==> config.mk <==
export PLATFORM = sky130hd
export DESIGN_NAME = bram_port_arbiter
export DESIGN_NICKNAME = d
export VERILOG_FILES = /design/src/rtl/bram_port_arbiter.sv
export SDC_FILE = /design/constraint.sdc
export NUM_CORES = 1
export LEC_CHECK = 0
export CAP_MARGIN = 20
export CORE_MARGIN = 3
export CORE_UTILIZATION = 32
export CTS_CLUSTER_SIZE = 25
export DETAILED_ROUTE_END_ITERATION = 10
export GPL_TIMING_DRIVEN = 1
export PLACE_DENSITY_LB_ADDON = 0.15
export SLEW_MARGIN = 20
export SYNTH_ARGS = -nofsm -noshare
export SYNTH_HDL_FRONTEND = slang
export SYNTH_SLANG_ARGS = --single-unit
==> constraint.sdc <==
create_clock -name clk -period 2.55 [get_ports clk]
set_clock_uncertainty 0.05 [all_clocks]
set_input_delay 0.255 -clock clk [delete_from_list [all_inputs] [get_ports clk]]
set_output_delay 0.255 -clock clk [all_outputs]
set_load 0.01 [all_outputs]
==> src/rtl/bram_port_arbiter.sv <==
// Two-requester arbiter in front of BRAM port A, with zero-cycle grant and a bounded burst under contention.
// Optional feature: define BRAM_ARB_ROUND_ROBIN_EN for round-robin tie-break from IDLE (default: m0 fixed priority).
module bram_port_arbiter #(
    parameter int ADDR_W    = 16,
    parameter int DATA_W    = 16,
    parameter int MAX_BURST = 8
) (
    input  logic              clk,
    input  logic              rst,
    input  logic              m0_req,
    input  logic              m0_we,
    input  logic [ADDR_W-1:0] m0_addr,
    input  logic [DATA_W-1:0] m0_wdata,
    output logic              m0_gnt,
    output logic              m0_rvalid,
    output logic [DATA_W-1:0] m0_rdata,
    input  logic              m1_req,
    input  logic              m1_we,
    input  logic [ADDR_W-1:0] m1_addr,
    input  logic [DATA_W-1:0] m1_wdata,
    output logic              m1_gnt,
    output logic              m1_rvalid,
    output logic [DATA_W-1:0] m1_rdata,
    output logic [ADDR_W-1:0] bram_addra,
    output logic [DATA_W-1:0] bram_dina,
    output logic              bram_wea,
    input  logic [DATA_W-1:0] bram_douta
);

    typedef enum logic [1:0] {
        IDLE = 2'd0,
        OWN0 = 2'd1,
        OWN1 = 2'd2
    } state_t;

    localparam logic [7:0] BURST_LIM = 8'(MAX_BURST);

    function automatic logic [7:0] sat_inc(input logic [7:0] v);
        return (v == 8'hFF) ? v : v + 8'd1;
    endfunction

    state_t     state_r;
    state_t     state_n;
    logic [7:0] burst_r;
    logic [7:0] burst_n;
    logic       pend0_r;
    logic       pend1_r;
    logic       run_r;
    logic       gnt0_s;
    logic       gnt1_s;
    logic       tie_gnt1_s;

`ifdef BRAM_ARB_ROUND_ROBIN_EN
    logic       last_owner_r;

    // Only IDLE ties update the last owner, so each new contended session alternates its winner.
    always_ff @(posedge clk or negedge rst) begin
        if (!rst) begin
            last_owner_r <= 1'b1;
        end else if (state_r == IDLE && run_r && m0_req && m1_req) begin
            last_owner_r <= gnt1_s;
        end else begin
            last_owner_r <= last_owner_r;
        end
    end

    assign tie_gnt1_s = ~last_owner_r;
`else
    assign tie_gnt1_s = 1'b0;
`endif

    // Next-owner decode: grants are issued in the same cycle as the request.
    // A contended grant counts toward the burst, so the grant that switches owners opens the new burst at one.
    always_comb begin
        gnt0_s  = 1'b0;
        gnt1_s  = 1'b0;
        state_n = state_r;
        burst_n = burst_r;
        if (!run_r) begin
            state_n = IDLE;
            burst_n = 8'd0;
        end else begin
            case (state_r)
                IDLE: begin
                    if (m0_req && m1_req) begin
                        if (tie_gnt1_s) begin
                            gnt1_s  = 1'b1;
                            state_n = OWN1;
                        end else begin
                            gnt0_s  = 1'b1;
                            state_n = OWN0;
                        end
                        burst_n = 8'd1;
                    end else if (m0_req) begin
                        gnt0_s  = 1'b1;
                        state_n = OWN0;
                        burst_n = 8'd0;
                    end else if (m1_req) begin
                        gnt1_s  = 1'b1;
                        state_n = OWN1;
                        burst_n = 8'd0;
                    end else begin
                        state_n = IDLE;
                        burst_n = 8'd0;
                    end
                end
                OWN0: begin
                    if (m0_req && m1_req) begin
                        if (burst_r >= BURST_LIM) begin
                            gnt1_s  = 1'b1;
                            state_n = OWN1;
                            burst_n = 8'd1;
                        end else begin
                            gnt0_s  = 1'b1;
                            burst_n = sat_inc(burst_r);
                        end
                    end else if (m0_req) begin
                        gnt0_s  = 1'b1;
                        burst_n = 8'd0;
                    end else if (m1_req) begin
                        gnt1_s  = 1'b1;
                        state_n = OWN1;
                        burst_n = 8'd0;
                    end else begin
                        state_n = IDLE;
                        burst_n = 8'd0;
                    end
                end
                OWN1: begin
                    if (m0_req && m1_req) begin
                        if (burst_r >= BURST_LIM) begin
                            gnt0_s  = 1'b1;
                            state_n = OWN0;
                            burst_n = 8'd1;
                        end else begin
                            gnt1_s  = 1'b1;
                            burst_n = sat_inc(burst_r);
                        end
                    end else if (m1_req) begin
                        gnt1_s  = 1'b1;
                        burst_n = 8'd0;
                    end else if (m0_req) begin
                        gnt0_s  = 1'b1;
                        state_n = OWN0;
                        burst_n = 8'd0;
                    end else begin
                        state_n = IDLE;
                        burst_n = 8'd0;
                    end
                end
                default: begin
                    state_n = IDLE;
                    burst_n = 8'd0;
                end
            endcase
        end
    end

    // State, burst count and read-pending flags; run_r holds off grants until the first edge after release.
    always_ff @(posedge clk or negedge rst) begin
        if (!rst) begin
            state_r <= IDLE;
            burst_r <= 8'd0;
            pend0_r <= 1'b0;
            pend1_r <= 1'b0;
            run_r   <= 1'b0;
        end else begin
            state_r <= state_n;
            burst_r <= burst_n;
            pend0_r <= gnt0_s & ~m0_we;
            pend1_r <= gnt1_s & ~m1_we;
            run_r   <= 1'b1;
        end
    end

    assign m0_gnt    = gnt0_s;
    assign m1_gnt    = gnt1_s;
    assign m0_rvalid = pend0_r;
    assign m1_rvalid = pend1_r;

    // Read data is steered from the BRAM only in the cycle its read pulse is pending.
    always_comb begin
        m0_rdata = '0;
        m1_rdata = '0;
        if (pend0_r) begin
            m0_rdata = bram_douta;
        end else begin
            m0_rdata = '0;
        end
        if (pend1_r) begin
            m1_rdata = bram_douta;
        end else begin
            m1_rdata = '0;
        end
    end

    // BRAM port A mux follows the current grant.
    always_comb begin
        bram_addra = '0;
        bram_dina  = '0;
        bram_wea   = 1'b0;
        if (gnt0_s) begin
            bram_addra = m0_addr;
            bram_dina  = m0_wdata;
            bram_wea   = m0_we;
        end else if (gnt1_s) begin
            bram_addra = m1_addr;
            bram_dina  = m1_wdata;
            bram_wea   = m1_we;
        end else begin
            bram_addra = '0;
            bram_dina  = '0;
            bram_wea   = 1'b0;
        end
    end

endmodule
==> results.py <==
metrics = {
    "setup_path": {
        "critPathLaunchType": "register",
        "crit_fanout": 11,
        "crit_type": "register to output port",
        "end_kind": "output port",
        "cp.arrival_ns": 2.20,
        "worstPathRequired_ns": 2.25,
        "r2r_setup_slack_ns": 0.56,
    },
    "final_layout": {
        "design_area_um2": 3410,
        "drive_above_1_share_pct": 18.85,
        "diodes": 0,
        "final_nets": 475,
        "layoutNonFillerInstCount": 449,
        "fillers": 450,
        "area_growth_pct": 100.4,
        "utilization_pct": 68.99,
    },
    "global_routing": {
        "met3_usage_pct": 5.669,
        "grt_pass1_vias": 2047,
        "grt_max_degree": 26,
        "antenna_found_initial": 0,
        "grt_pass1_wl_mm": 10.29,
        "track_usage_pct": 20.65,
        "busiest_layer": "met2",
        "grt_overflow": 0,
        "grt_use_met1_pct": 24.91,
        "use_met2_pct": 35.23,
    },
    "placed_design": {
        "dp.cells": 438,
        "place.port_buffers": 154,
        "pre_cts_ws_ns": -0.1721,
        "globalplace.congestion": 0.8152,
        "dp_hpwl_mm": 5.476,
        "place_area_um2": 3373,
    },
    "synthesis": {
        "synth_edf_count": 0,
        "yosys.area_share.simple_pct": 32.65,
        "synth_warnings": 0,
        "async_reset_ff_share_pct": 100.0,
        "syn_inst": 214,
        "syn_area_per_cell_um2": 7.952,
        "yosys-mux-area-fraction_pct": 20.59,
        "synth-adder-area-share_pct": 4.412,
        "synth_top_family_by_area": "simple AND/OR/NAND/NOR gates",
        "yosys_register_bits": 13,
        "synth_flop_cell": "dfrtp_1",
        "yosys.area_share.xor_xnor_pct": 0.5147,
        "synthesis.area_um2": 1702,
        "ys_types": 33,
        "synth_compound_area_share_pct": 5.809,
        "yosysSeqAreaShare_pct": 19.12,
    },
    "cts": {
        "clk_pin_slew_ns": 0.05,
        "clock-sinks": 13,
        "htree_levels": 1,
        "insertion_delay_ns": 0.24,
        "clockRootBuffer": "clkbuf_8",
        "cts_tree": "built",
        "numCtsBuffers": 3,
        "hold_buffers": 0,
        "cts_max_path_buffers": 2,
    },
    "pwr": {
        "leakage_uw": 0.001742,
        "power_density_nw_per_um2": 258.3,
        "max-vdd-ir-drop_mv": 0.3928,
    },
    "drt": {
        "drt-wirelength-per-cell_um": 15.31,
        "first_pass_iters": 4,
        "drc": 0,
        "wl_mm": 6.872,
        "num_vias": 2169,
        "routed_via_density": 4.831,
        "ant_nets": 0,
        "first_iter_violations": 58,
    },
    "floorplan": {
        "core_um2": 4942,
        "start_util_pct": 34.43,
        "die_w_um": 78.92,
        "die_area_um2": 6228,
        "die_h_um": 78.92,
        "pin_count": 155,
        "row_count": 25,
    },
    "sta": {
        "relSlewSlack_pct": 61.35,
        "fin_tns_setup_ns": 0,
        "fin_crit_ns": 2.504,
        "post-route-period-util_pct": 98.21,
        "max_freq_mhz": 399.3,
        "tightestPinTransition_ns": 0.5780,
        "hold_viol": 0,
        "final-setup-viol-count": 0,
        "layout_setup_ws_ns": 0.04565,
        "drv_slew": 0,
    },
    "job": {
        "maxCapViolCount": 0,
    },
    "min_path": {
        "hp-class": "input port to asynchronous set/reset pin",
    },
    "run_status": {
        "run_status": "completed",
    },
}
[stage by stage]
| step | power (uW) | hold slack, ns |
|---|---|---|
| floorplan | 421.6 | -0.09059 |
| global placement | 696.0 | 0.4612 |
| detailed placement | 701.4 | 0.4938 |
| CTS | 873.4 | 0.3429 |
| global route | 936.8 | 0.3807 |
| finish | 880.7 | 0.3300 |
[state kept, by name, indices dropped and copies added, names as in the netlist]
signal	flops
state_r	2
run_r	1
m0_rvalid	1
burst_r	8
m1_rvalid	1
[cells in the final DEF, fill, tap and decap left out, types with 2 or more instances in the layout]
cell type	netlist	layout
nand3b_1	2	2
buf_6	1	5
ha_2	0	2
clkbuf_8	0	3
nand4_1	35	35
nand2_1	2	2
nor4bb_4	0	2
nor2_1	5	5
buf_12	2	3
clkdlybuf4s50_1	0	119
and2_1	34	34
mux2i_1	35	35
o21ai_0	3	3
nor2b_1	3	3
conb_1	2	5
ha_1	6	3
buf_2	3	20
clkbuf_2	0	13
inv_1	40	39
dfrtp_1	13	13
buf_4	3	15
nand3_1	2	2
[synth_stat cells (2+ instances only)]
library cell,count,area share [%]
buf_2,3,0.88
o21ai_0,3,0.88
buf_12,2,2.4
nor2b_1,3,1.1
dfrtp_1,13,19
o311a_1,2,1.2
nor4bb_1,2,1.2
and2_1,34,12
nand2_1,2,0.44
inv_1,40,8.8
buf_4,3,1.3
nand3_1,2,0.59
conb_1,2,0.44
nand4_1,35,13
mux2i_1,35,21
clkbuf_1,6,1.3
nor2_1,5,1.1
ha_1,6,4.4
nand3b_1,2,0.88
[routing by layer]
layer,wire (um),up-vias
met4,181,0
met3,575,14
met1,2693,977
li1,-,1064
met2,3421,114
met5,0,-
[path summary, 6_finish.rpt]
check | start | to | cells past startpoint
max in group asynchronous | rst | m0_rvalid | 1
setup / recovery | state_r[1] | m1_gnt | 7
min in group clk | burst_r[2] | burst_r[3] | 2
hold reg to reg | burst_r[2] | burst_r[3] | 2
hold / removal | rst | burst_r[1] | 1
setup reg to reg | state_r[1] | m1_rvalid | 7
[layout make-up]
type | count | area, um2 | area share, %
multi-input combinational | 147 | 1181 | 34.64
timing repair buffer | 178 | 1623 | 47.60
tap | 67 | 83.83 | 2.459
clock buffer | 3 | 41.29 | 1.211
sequential | 13 | 325.3 | 9.541
inverter | 40 | 150.1 | 4.404
clock inverter | 1 | 5.005 | 0.1468
[worst max-delay path: stages (launching register included)]
cell and delay [ns]:
dfrtp_1 0.43, buf_4 0.16, ha_2 0.19, buf_4 0.16, o311a_4 0.39, buf_4 0.18, and3_1 0.19, clkdlybuf4s15_1 0.25
[cells by family after synthesis]
group                    count (synthesis)
AO/OA/AOI/OAI                           11
XOR/XNOR                                 1
adder cells (fa/ha/maj)                  6
buffers and inverters                   57
flip-flops                              13
multiplexers                            35
other                                    2
AND/OR/NAND/NOR                         89
[report_power, final]
part           switching (uW)  leakage, uW  internal [uW]
Clock                    74.4    0.0000255            108
Sequential               13.1     0.000168            215
Combinational             190      0.00155            280
[repair_timing]
action / in CTS / in global routing
pin swaps: 4 / 10
gates cloned: 1 / 0
resized for setup: 101 / 48
endpoints found under the setup margin: 35 / 35
buffers inserted: 2 / 6
No activity file was read; power rests on OpenSTA's default activity.
